<file path="config.mk">
export PLATFORM = sky130hd
export DESIGN_NAME = mem_bus_arbiter
export DESIGN_NICKNAME = d
export VERILOG_FILES = /design/src/rtl/mem_bus_arbiter.sv
export SDC_FILE = /design/constraint.sdc
export NUM_CORES = 1
export LEC_CHECK = 0
export BUFFER_PORTS_ARGS = -buffer_cell sky130_fd_sc_hd__buf_4
export CAP_MARGIN = 5
export CORE_ASPECT_RATIO = 0.8
export CORE_UTILIZATION = 45
export CTS_BUF_LIST = sky130_fd_sc_hd__clkbuf_4 sky130_fd_sc_hd__clkbuf_8 sky130_fd_sc_hd__clkbuf_16
export DETAILED_ROUTE_END_ITERATION = 7
export PLACE_DENSITY_LB_ADDON = 0.12
export SYNTH_ARGS = -nofsm -noshare
export SYNTH_HDL_FRONTEND = slang
export SYNTH_SLANG_ARGS = --single-unit
export TNS_END_PERCENT = 20
</file>
<file path="constraint.sdc">
create_clock -name clk -period 2.8 [get_ports clk]
set_clock_uncertainty 0.05 [all_clocks]
set_input_delay 0 -clock clk [delete_from_list [all_inputs] [get_ports clk]]
set_output_delay 0 -clock clk [all_outputs]
set_load 0.05 [all_outputs]
</file>
<file path="src/rtl/mem_bus_arbiter.sv">
// Arbiter that serialises CPU instruction-fetch and data accesses onto one single-port memory bus.
// Data wins by default. Instruction fetch is forced after FAIR_LIMIT data grants. Stuck transactions are aborted after TIMEOUT_CYCLES.
module mem_bus_arbiter #(
  parameter int unsigned TIMEOUT_CYCLES = 64,
  parameter int unsigned FAIR_LIMIT     = 4
) (
  input  logic        clk,
  input  logic        cpu_rst_n,
  input  logic        inst_ren,
  input  logic [31:0] inst_addr,
  output logic [31:0] inst_data,
  output logic        inst_ack,
  input  logic        mem_ren,
  input  logic        mem_wen,
  input  logic [31:0] mem_addr,
  input  logic [31:0] mem_dout,
  output logic [31:0] mem_din,
  output logic        mem_ack,
  output logic        cpu_stall,
  output logic        bus_req,
  output logic        bus_we,
  output logic [31:0] bus_addr,
  output logic [31:0] bus_wdata,
  input  logic [31:0] bus_rdata,
  input  logic        bus_ack,
  output logic        bus_err
);

  localparam int unsigned TMO_W  = $clog2(TIMEOUT_CYCLES);
  localparam int unsigned FAIR_W = $clog2(FAIR_LIMIT + 1);
  localparam logic [TMO_W-1:0]  TMO_LAST = TMO_W'(TIMEOUT_CYCLES - 1);
  localparam logic [FAIR_W-1:0] FAIR_MAX = FAIR_W'(FAIR_LIMIT);

  typedef enum logic [1:0] {
    IDLE = 2'd0,
    INST = 2'd1,
    DATA = 2'd2,
    DONE = 2'd3
  } state_e;

  state_e             state_q,     state_d;
  logic               bus_req_q,   bus_req_d;
  logic               bus_we_q,    bus_we_d;
  logic [31:0]        bus_addr_q,  bus_addr_d;
  logic [31:0]        bus_wdata_q, bus_wdata_d;
  logic               bus_err_q,   bus_err_d;
  logic               inst_ack_q,  inst_ack_d;
  logic               mem_ack_q,   mem_ack_d;
  logic [31:0]        inst_data_q, inst_data_d;
  logic [31:0]        mem_din_q,   mem_din_d;
  logic [TMO_W-1:0]   tmo_cnt_q,   tmo_cnt_d;
  logic [FAIR_W-1:0]  fair_cnt_q,  fair_cnt_d;

  logic        inst_pend_c;
  logic        data_pend_c;
  logic        force_inst_c;
  logic        misaligned_c;
  logic        finish_c;
  logic        timed_out_c;
  logic [31:0] cap_data_c;

  // A requester whose ack is visible this cycle is already served; do not grant it again.
  always_comb begin
    inst_pend_c  = inst_ren & ~inst_ack_q;
    data_pend_c  = (mem_ren | mem_wen) & ~mem_ack_q;
    force_inst_c = inst_pend_c & (fair_cnt_q == FAIR_MAX);
    misaligned_c = mem_addr[1:0] != 2'b00;
    timed_out_c  = ~bus_ack & (tmo_cnt_q == TMO_LAST);
    finish_c     = bus_ack | timed_out_c;
    cap_data_c   = bus_ack ? bus_rdata : 32'h0;
  end

  always_comb begin
    state_d     = state_q;
    bus_req_d   = bus_req_q;
    bus_we_d    = bus_we_q;
    bus_addr_d  = bus_addr_q;
    bus_wdata_d = bus_wdata_q;
    bus_err_d   = 1'b0;
    inst_ack_d  = 1'b0;
    mem_ack_d   = 1'b0;
    inst_data_d = inst_data_q;
    mem_din_d   = mem_din_q;
    tmo_cnt_d   = tmo_cnt_q;
    fair_cnt_d  = fair_cnt_q;

    unique case (state_q)
      IDLE: begin
        if (data_pend_c && !force_inst_c) begin
          if (inst_ren && (fair_cnt_q != FAIR_MAX)) begin
            fair_cnt_d = fair_cnt_q + FAIR_W'(1);
          end
          tmo_cnt_d = '0;
          // Misaligned data access is answered locally with an error, never reaching the bus.
          if (misaligned_c) begin
            mem_ack_d = 1'b1;
            bus_err_d = 1'b1;
            mem_din_d = 32'h0;
            state_d   = DONE;
          end else begin
            bus_req_d   = 1'b1;
            bus_we_d    = mem_wen;
            bus_addr_d  = mem_addr;
            bus_wdata_d = mem_dout;
            state_d     = DATA;
          end
        end else if (inst_pend_c) begin
          fair_cnt_d  = '0;
          tmo_cnt_d   = '0;
          bus_req_d   = 1'b1;
          bus_we_d    = 1'b0;
          bus_addr_d  = inst_addr;
          bus_wdata_d = 32'h0;
          state_d     = INST;
        end
      end

      INST: begin
        if (finish_c) begin
          bus_req_d   = 1'b0;
          inst_ack_d  = 1'b1;
          bus_err_d   = timed_out_c;
          inst_data_d = cap_data_c;
          state_d     = DONE;
        end else begin
          tmo_cnt_d = tmo_cnt_q + TMO_W'(1);
        end
      end

      DATA: begin
        if (finish_c) begin
          bus_req_d = 1'b0;
          mem_ack_d = 1'b1;
          bus_err_d = timed_out_c;
          if (!bus_we_q) begin
            mem_din_d = cap_data_c;
          end
          state_d = DONE;
        end else begin
          tmo_cnt_d = tmo_cnt_q + TMO_W'(1);
        end
      end

      DONE: begin
        state_d = IDLE;
      end

      default: begin
        state_d = IDLE;
      end
    endcase
  end

  always_ff @(posedge clk or negedge cpu_rst_n) begin
    if (!cpu_rst_n) begin
      state_q     <= IDLE;
      bus_req_q   <= 1'b0;
      bus_we_q    <= 1'b0;
      bus_addr_q  <= 32'h0;
      bus_wdata_q <= 32'h0;
      bus_err_q   <= 1'b0;
      inst_ack_q  <= 1'b0;
      mem_ack_q   <= 1'b0;
      inst_data_q <= 32'h0;
      mem_din_q   <= 32'h0;
      tmo_cnt_q   <= '0;
      fair_cnt_q  <= '0;
    end else begin
      state_q     <= state_d;
      bus_req_q   <= bus_req_d;
      bus_we_q    <= bus_we_d;
      bus_addr_q  <= bus_addr_d;
      bus_wdata_q <= bus_wdata_d;
      bus_err_q   <= bus_err_d;
      inst_ack_q  <= inst_ack_d;
      mem_ack_q   <= mem_ack_d;
      inst_data_q <= inst_data_d;
      mem_din_q   <= mem_din_d;
      tmo_cnt_q   <= tmo_cnt_d;
      fair_cnt_q  <= fair_cnt_d;
    end
  end

  assign bus_req   = bus_req_q;
  assign bus_we    = bus_we_q;
  assign bus_addr  = bus_addr_q;
  assign bus_wdata = bus_wdata_q;
  assign bus_err   = bus_err_q;
  assign inst_ack  = inst_ack_q;
  assign mem_ack   = mem_ack_q;
  assign inst_data = inst_data_q;
  assign mem_din   = mem_din_q;

  // Stall is combinational so the pipeline freezes in the same cycle a request appears.
  assign cpu_stall = (inst_ren & ~inst_ack_q) | ((mem_ren | mem_wen) & ~mem_ack_q);

endmodule

</file>
==> flow_summary.toml <==
[clock_network]
cts_tree = "yes"
htreeDepth = 4
cts_buffers = 17
clockRootBuffer = "clkbuf_16"
clock-sinks = 144
path_clk_slew_ns = 0.06
clk_latency_ns = 0.42
cts_max_path_buffers = 2

[run]
drv_cap = 0

[die]
die_area_mm2 = 0.0139
initial_core_util_pct = 46.5
coreArea_mm2 = 0.0130
ioPinCount = 268
fp.dieH_um = 106
rows = 37
die_w_um = 131

[setup_path]
worstSetupStartpointType = "flip-flop"
worstPathRequired_ns = 3.06
end_kind = "flip-flop"
worst-setup-path-type = "reg2reg"
worstPathMaxFanout = 22
cp.arrival_ns = 2.93

[detailed_routing]
first_pass_iters = 4
highest_layer = "met4"
wl_met1_um = 7290
met3_length_um = 1140
postRouteAntennaNets = 0
viasPerCell = 5.26
wl_um = 18600
wl_met2_um = 9730
vias = 5395
drtIter0Drc = 271
routedWlPerCell_um = 18.1
route.detailed.drc = 0

[synth]
yosys.area.top_type = "dfrtp_1"
synth_cells = 437
synth.distinct_cells = 45
yosys_warnings = 0
syn_area_mm2 = 0.00603
synth_seq_cells = 144
netlist.area_leader.share_pct = 59.7
synth.net_count = 578
seq_area_frac_synth_pct = 59.7
ys_top_cells_by_area = "dfrtp_1 60%, mux2_2 12%, a22o_1 10%"
avgSynthCellArea_um2 = 13.8

[final_layout]
final_area_mm2 = 0.0102
area_growth_pct = 68.6
final_common_cell = "buf_4"
drive_gt1_share_pct = 48.8
final_cell_mix = "275 x buf_4, 144 x dfrtp_1, 132 x dlygate4sd3_1"
layout.cells.non_filler = 1025
layout.nets = 978
n_antenna_cell = 0

[timing]
fin_worst_hold_slack_ns = 0.123
tightest_slew_ns = 0.728
drv_slew = 0
period_share_pct = 95.0
finalCriticalPeriod_ns = 2.66
rsz0062_at_grt = "no"
hold_viol_final = 0
max_slew_margin_pct = 51.5
clock.fmax_mhz = 376
setup_viol = 0
tns_ns = 0

[power]
ir_worst_vdd_uv = 734
powerDensity_mw_per_mm2 = 1290
leakagePower_nw = 4.98

[global_route]
grt_max_degree = 80
grt_pass1_vias = 5845
antenna_found_initial = 0
grtUsageTotal_pct = 28.0
grt_overflow = 0
grt_pass1_wl_um = 30000

[place]
dp_cells = 860
place_congestion = 0.784
port_buffers = 267
place_area_mm2 = 0.00822
post-dp-hpwl_um = 11100

[status]
outcome = "finished, final reports clean"

[hold_path]
hold_path.class = "in2reg"
report_power, final:
group          leakage (nW)  internal (W)  switching [W]
Clock                 0.296       0.00141       0.000920
Sequential             1.84       0.00299       0.000580
Combinational          2.84       0.00256        0.00464
worst max-delay path, stage by stage, from the launching register on:
cell	delay (ns)
dfrtp_1	0.40
inv_1	0.07
ha_1	0.19
nand4b_1	0.24
nand2_2	0.18
buf_8	0.22
mux2_2	0.36
dlygate4sd3_1	0.57
mux2_2	0.26
logic make-up after synthesis:
group / count (synthesis) / synth area share [%]
DFF: 144 / 59.7
AOI/OAI and AO/OA: 131 / 18.6
muxes: 66 / 12.3
and+or+nand+nor: 49 / 4.50
buffers and inverters: 40 / 3.44
adders and majority gates: 7 / 1.45
flip-flops by register name, summed over array words and instances, names as in the netlist:
register,count
bus_addr,32
bus_wdata,32
inst_data,32
mem_din,32
tmo_cnt_q,6
fair_cnt_q,3
state_q,2
bus_err,1
bus_req,1
bus_we,1
inst_ack,1
mem_ack,1
cells in the mapped netlist (all sizes together):
library cell,count
a2111oi,1
a211oi,1
a21oi,8
a221oi,1
a22o,97
a311o,1
a311oi,1
a31oi,10
and2,1
and3,4
buf,15
clkbuf,15
dfrtp,144
ha,7
inv,10
mux2,65
mux2i,1
nand2,13
nand2b,5
nand3,5
nand3b,1
nand4,4
nand4b,1
nor2,5
nor2b,2
nor3,2
nor3b,1
o21a,1
o21ai,3
o21ba,1
o21bai,2
o221ai,1
o22ai,1
o311a,1
o31ai,1
or2,1
or2b,1
or3,3
metrics by stage:
stage	setup WS [ns]	power [W]	utilization, %
2_1_floorplan	0.731	0.00837	-
3_3_place_gp	0.679	0.0104	63.4
3_5_place_dp	0.535	0.0105	63.4
4_1_cts	0.0105	0.0131	78.3
5_1_grt	0.0383	0.0137	78.4
6_report	0.139	0.0131	78.4
routing by layer:
metal,vias up,global-route usage [%]
li1,2451,-
met1,2698,32.7
met2,211,48.8
met3,35,8.51
met4,0,10.0
met5,-,0
path summary, 6_finish.rpt:
check / from / end / slack [ns] / cells past startpoint
setup / recovery: fair_cnt_q[0]$_DFFE_PN0P_ / bus_addr[4]$_DFFE_PN0P_ / 0.14 / 8
hold / removal: mem_ren / fair_cnt_q[2]$_DFFE_PN0P_ / 0.12 / 4
setup reg to reg: fair_cnt_q[0]$_DFFE_PN0P_ / bus_addr[4]$_DFFE_PN0P_ / 0.14 / 8
hold reg to reg: bus_addr[25]$_DFFE_PN0P_ / bus_addr[25]$_DFFE_PN0P_ / 0.46 / 1
max in group asynchronous: cpu_rst_n / bus_wdata[6]$_DFFE_PN0P_ / 1.80 / 3
min in group asynchronous: cpu_rst_n / bus_wdata[14]$_DFFE_PN0P_ / 0.13 / 2
layout make-up:
type                            instances  area (um^2)
Multi-Input combinational cell        253         2250
Clock buffer                           17          425
Fill cell                             796         2800
Clock inverter                         15          184
Inverter                               10         37.5
Sequential cell                       144         3600
Timing Repair Buffer                  411         3450
Tap cell                              175          219
timing repair:
item / in CTS / in global routing
hold buffers: 132 / 0
endpoints found under the setup margin: 0 / 12
gates resized for setup: 0 / 3
endpoints found under the hold margin: 213 / 0
setup buffers: 0 / 1
(Power assumes the default switching activity.)
